## config.mk

```make
export PLATFORM = sky130hd
export DESIGN_NAME = out_port_arbiter
export DESIGN_NICKNAME = d
export VERILOG_FILES = /design/src/rtl/out_port_arbiter.sv
export SDC_FILE = /design/constraint.sdc
export NUM_CORES = 1
export LEC_CHECK = 0
export CAP_MARGIN = 20
export CORE_AREA = 3 3 130 132
export CTS_BUF_LIST = sky130_fd_sc_hd__clkbuf_16
export DETAILED_ROUTE_END_ITERATION = 7
export DIE_AREA = 0 0 133 135
export PLACE_DENSITY = 0.68
export SYNTH_ARGS = -nofsm -noshare
export SYNTH_HDL_FRONTEND = slang
export SYNTH_SLANG_ARGS = --single-unit
```

## constraint.sdc

```tcl
create_clock -name clk -period 1.95 [get_ports clk]
set_input_delay 0.2925 -clock clk [delete_from_list [all_inputs] [get_ports clk]]
set_output_delay 0.2925 -clock clk [all_outputs]
set_load 0.02 [all_outputs]
```

## src/rtl/out_port_arbiter.sv

```systemverilog
// Purpose: round-robin arbiter sharing one output FIFO/link among NUM_REQ routing units, with a burst cap.
// Latency: 1 clk from an accepted request to the registered FIFO write strobe and packet.
// Backpressure: in_full to every requester rises when the FIFO is full, or nearly full with a write in flight.
//
// Ports:
//   clk, reset      rising-edge clock, synchronous active-high reset
//   in_req          per-requester request, sampled against the current grant
//   in_packet       requester i's packet at bits [i*DATA_W +: DATA_W]
//   in_full         per-requester "may not request"; built only from registered state and FIFO flags
//   out_full        output FIFO has no free slot
//   out_afull       output FIFO has exactly one free slot
//   out_wr_en       registered write strobe into the output FIFO
//   out_packet      registered packet that goes with out_wr_en (holds when idle)
//   out_src         registered index of the requester that sourced out_packet
//   proto_err       sticky flag: a requester raised in_req while its in_full was high
module out_port_arbiter #(
  parameter int NUM_REQ   = 4,
  parameter int DATA_W    = 64,
  parameter int MAX_BURST = 4,
  localparam int SRC_W    = (NUM_REQ > 1) ? $clog2(NUM_REQ) : 1
) (
  input  logic                      clk,
  input  logic                      reset,
  input  logic [NUM_REQ-1:0]        in_req,
  input  logic [NUM_REQ*DATA_W-1:0] in_packet,
  output logic [NUM_REQ-1:0]        in_full,
  input  logic                      out_full,
  input  logic                      out_afull,
  output logic                      out_wr_en,
  output logic [DATA_W-1:0]         out_packet,
  output logic [SRC_W-1:0]          out_src,
  output logic                      proto_err
);

  localparam int BURST_W = $clog2(MAX_BURST) + 1;
  localparam logic [BURST_W-1:0] BURST_LAST = BURST_W'(MAX_BURST - 1);

  // Registered state
  logic [NUM_REQ-1:0] gnt_q, gnt_d;
  logic [BURST_W-1:0] burst_q, burst_d;
  logic               out_wr_en_q, out_wr_en_d;
  logic [DATA_W-1:0]  out_packet_q, out_packet_d;
  logic [SRC_W-1:0]   out_src_q, out_src_d;
  logic               proto_err_q, proto_err_d;

  // Combinational helpers
  logic               blocked;
  logic               holder_req;
  logic               accept;
  logic               last_beat;
  logic               rotate;
  logic [SRC_W-1:0]   sel;
  logic [DATA_W-1:0]  pkt_sel;
  logic [NUM_REQ-1:0] gnt_rot;

  // A write already in flight will consume the last free slot, so treat
  // "almost full with a write landing" the same as full.
  assign blocked = out_full | (out_wr_en_q & out_afull);

  // Only the grant holder may request, and nobody may while blocked.
  // in_req is deliberately absent here so the routing units' combinational
  // req path cannot loop back through this output.
  assign in_full = ~gnt_q | {NUM_REQ{blocked}};

  assign holder_req = |(in_req & gnt_q);
  assign accept     = holder_req & ~blocked;
  assign last_beat  = (burst_q == BURST_LAST);

  // An idle holder gives up its turn even while blocked; a requesting holder
  // keeps its turn through a blocked period and only loses it at the burst cap.
  assign rotate = ~holder_req | (accept & last_beat);

  // One-hot grant to index, and one-hot AND-OR packet mux.
  always_comb begin
    sel     = '0;
    pkt_sel = '0;
    for (int i = 0; i < NUM_REQ; i++) begin
      if (gnt_q[i]) begin
        sel = SRC_W'(i);
      end
      pkt_sel = pkt_sel | (in_packet[i*DATA_W +: DATA_W] & {DATA_W{gnt_q[i]}});
    end
  end

  // Rotate-left by one: grant moves from index i to (i+1) mod NUM_REQ.
  always_comb begin
    gnt_rot = '0;
    for (int i = 0; i < NUM_REQ; i++) begin
      gnt_rot[(i + 1) % NUM_REQ] = gnt_q[i];
    end
  end

  always_comb begin
    gnt_d        = gnt_q;
    burst_d      = burst_q;
    out_wr_en_d  = accept;
    out_packet_d = out_packet_q;
    out_src_d    = out_src_q;
    proto_err_d  = proto_err_q | (|(in_req & in_full));

    if (rotate) begin
      gnt_d   = gnt_rot;
      burst_d = '0;
    end else if (accept) begin
      burst_d = burst_q + BURST_W'(1);
    end

    if (accept) begin
      out_packet_d = pkt_sel;
      out_src_d    = sel;
    end
  end

  // Reset drops whatever was being accepted this cycle; the routing units
  // still hold their packets and will request again.
  always_ff @(posedge clk) begin
    if (reset) begin
      gnt_q        <= NUM_REQ'(1);
      burst_q      <= '0;
      out_wr_en_q  <= 1'b0;
      out_packet_q <= '0;
      out_src_q    <= '0;
      proto_err_q  <= 1'b0;
    end else begin
      gnt_q        <= gnt_d;
      burst_q      <= burst_d;
      out_wr_en_q  <= out_wr_en_d;
      out_packet_q <= out_packet_d;
      out_src_q    <= out_src_d;
      proto_err_q  <= proto_err_d;
    end
  end

  assign out_wr_en  = out_wr_en_q;
  assign out_packet = out_packet_q;
  assign out_src    = out_src_q;
  assign proto_err  = proto_err_q;

endmodule

```

==> results.py <==
metrics = {
    "finish": {
        "finalNetCount": 1016,
        "antennaDiodeCount": 0,
        "n_fill_cell": 1450,
        "final_cells": 970,
        "seq_area_um2": 1506,
        "drive_above_1_share": 0.1512,
        "multi_input_area_um2": 2417,
        "area_growth_pct": 90.58,
    },
    "die": {
        "ios": 336,
        "rows": 46,
        "die_y_um": 135,
        "die_area_um2": 17960,
        "coreArea_um2": 15830,
        "die-width_um": 133,
        "start_util": 0.2678,
    },
    "setup_path": {
        "worstSetupPathType": "in -> out",
        "crit_buf_inv": 2,
        "cp_num_cells": 4,
        "slowest_stage": "clkdlybuf4s50_1",
        "r2r_end": "out_packet[11]$_SDFFE_PP0P_",
        "crit_chain": "clkdlybuf4s50_1, a21oi_4, nand2_1, clkdlybuf4s50_1",
        "reg2reg_depth": 5,
        "critPathCapture": "in_full[3]",
        "crit_path_max_fanout": 6,
        "path_common_cell": "clkdlybuf4s50_1",
        "worstPathRequired_ns": 1.66,
        "startpoint": "out_afull",
        "r2r_start": "out_wr_en$_SDFF_PP0_",
        "cp-start-kind": "input pin",
        "cpLargestDelayFamily": "buffers and inverters",
        "r2r_slack_ns": 0.30,
        "worst_setup_path_end_kind": "output pin",
        "max_stage_delay_ns": 0.55,
        "cp_data_arrival_time_ns": 1.60,
    },
    "timing": {
        "hold_viol_final": 0,
        "report.final.setup_viol": 0,
        "setup_ws_ns": 0.06035,
        "grt_setup_unrepaired": "no",
        "period_share": 0.9691,
        "period_needed_ns": 1.890,
        "whs_ns": 0.4120,
        "relSlewSlack": 0.5459,
        "fmax_mhz": 529.2,
        "finalMaxSlewViolations": 0,
        "clock_skew_ns": 0.005107,
        "worstMarginPinSlew_ns": 0.6811,
    },
    "route": {
        "drtPass1Iterations": 5,
        "viasPerCell": 5.104,
        "wire_per_inst_um": 18.90,
        "drc": 0,
        "num_vias": 4951,
        "ant_nets": 0,
        "drt_iter0_drc": 254,
        "drt-total-wl_mm": 18.33,
    },
    "power_and_ir_drop": {
        "power.switching_uw": 1757,
        "p_int_uw": 3708,
        "ir_worst_vdd_uv": 380.9,
        "clkPwrFrac": 0.263,
        "combPwrFrac": 0.408,
        "leakagePower_uw": 0.002671,
        "p_seq_frac": 0.329,
        "p_per_area_nw_per_um2": 676.5,
        "sw_frac_of_total": 0.3215,
    },
    "hold_path": {
        "hold_path.class": "in -> reg",
    },
    "yosys": {
        "synth_top_area_frac": 0.3542,
        "seq_area_frac_synth": 0.3542,
        "ys_warn_count": 0,
        "ys_types": 26,
        "postSynthAreaPerCell_um2": 9.904,
        "syn-cell-area_um2": 4239,
        "synth_largest_area_cell": "dfxtp_1",
        "syn_nets": 694,
        "synthTopCellsByArea": "dfxtp_1, a22oi_1, a311oi_2, nor2_1, clkbuf_1",
        "syn_inst": 428,
        "ys_ff_latch": 75,
    },
    "placed_design": {
        "gp_congestion": 0.7979,
        "dpl.cell_count": 955,
        "io_buffers": 335,
        "post-place-ws_ns": -0.1241,
        "dp_hpwl_mm": 13.90,
    },
    "cts": {
        "clk_transition_reported_paths_ns": 0.06,
        "cts_setup_buffers": 0,
        "cts_root_buf": "clkbuf_16",
        "cts_max_level": 3,
        "postCtsHoldBufs": 0,
        "cts_buffers": 9,
        "clk_path_buf_depth": 2,
        "cts_tree": "built",
        "cts.sinks": 75,
        "clkLatencyLatePin_ns": 0.33,
    },
    "global_routing": {
        "antenna_found_initial": 0,
        "grt_max_degree": 71,
        "grt_usage": 0.1912,
        "grt_pass1_wl_mm": 27.74,
        "grt_pass1_vias": 5114,
        "overflow": 0,
    },
    "run_status": {
        "outcome": "finished clean",
    },
    "job": {
        "drv_cap": 0,
    },
}
power groups by stage:
stage / Clock (µW) / Combinational, µW / Sequential (µW)
global route: 1550 / 2370 / 1820
CTS: 1500 / 2240 / 1800
floorplan: 0 / 938 / 2010
global placement: 0 / 2180 / 1830
detailed placement: 0 / 2230 / 1830
finish: 1440 / 2230 / 1800
per-layer routing:
metal | wire (µm) | track usage | share of wire
met1 | 7052 | 0.2198 | 0.38
met2 | 9545 | 0.3431 | 0.52
met3 | 1371 | 0.05551 | 0.075
met4 | 359 | 0.05831 | 0.020
met5 | 0 | 0 | 0
synthesized netlist by cell type:
library cell	instances
a2111oi_2	1
a211oi_1	2
a21boi_4	1
a21oi_1	6
a21oi_4	1
a222oi_1	1
a22o_1	1
a22oi_1	129
a22oi_2	2
a311oi_1	3
a311oi_2	61
buf_2	10
buf_4	6
buf_6	8
buf_8	1
clkbuf_1	30
dfxtp_1	75
ha_1	2
inv_1	2
mux2i_1	1
nand2_1	12
nand3b_1	1
nor2_1	68
nor2b_1	1
nor3_1	2
xnor2_1	1
cell usage in the layout (no fill, tap or decap), types with 6 or more instances in the layout:
cell             count
clkdlybuf4s50_1    332
a22oi_1            129
dfxtp_1             71
nor2_1              68
a311oi_2            61
buf_4               29
nand2_1             12
clkbuf_16            9
a21oi_1              6
cell type report:
| class | count | share of cell area |
|---|---|---|
| clock buffers | 9 | 0.02788 |
| clock inverters | 6 | 0.003252 |
| inverters | 2 | 0.0009292 |
| multi-input cells | 296 | 0.2992 |
| flip-flops and latches | 75 | 0.1865 |
| well taps | 216 | 0.03345 |
| repair buffers | 366 | 0.4488 |
worst min path at each step:
stage,start,endpoint,depth (start not counted)
after CTS,reset,out_wr_en$_SDFF_PP0_,2
after floorplan,in_req[1],proto_err$_SDFF_PP0_,2
after global placement,out_src[1]$_SDFFE_PP0P_,out_src[1]$_SDFFE_PP0P_,2
after global routing,reset,out_wr_en$_SDFF_PP0_,2
final,reset,out_wr_en$_SDFF_PP0_,2
after detailed placement,out_packet[38]$_SDFFE_PP0P_,out_packet[38]$_SDFFE_PP0P_,2
cells by family (layout without fill, tap and decap cells):
group           Yosys count  after routing  synth area share
mux                       1              1          0.002361
simple gates             84             84           0.07645
fa+ha+maj                 2              2          0.005902
compound gates          208            208            0.4835
xor+xnor                  1              1          0.002066
buf+inv                  57            383           0.07556
flops                    75             75            0.3542
registers in the layout, summed over array words and instances (netlist names):
| name | flops |
|---|---|
| proto_err | 1 |
| gnt_q | 4 |
| out_packet | 64 |
| burst_q | 3 |
| out_wr_en | 1 |
| out_src | 2 |
what timing repair did:
action,in CTS,in global routing
hold endpoints to repair,0,0
resized for setup,0,2
setup endpoints to repair,0,2
per-stage QoR:
step / cell area [µm²] / total power (µW) / setup TNS [ns] / util
after floorplan: 4239 / 2947 / 0 / -
after global placement: 7823 / 4008 / -0.02316 / 0.4942
after detailed placement: 7823 / 4060 / -2.609 / 0.4942
after CTS: 8074 / 5538 / 0 / 0.5101
after global routing: 8079 / 5739 / 0 / 0.5104
final: 8079 / 5465 / 0 / 0.5104
Note: power is estimated with default switching activity, not from simulation.
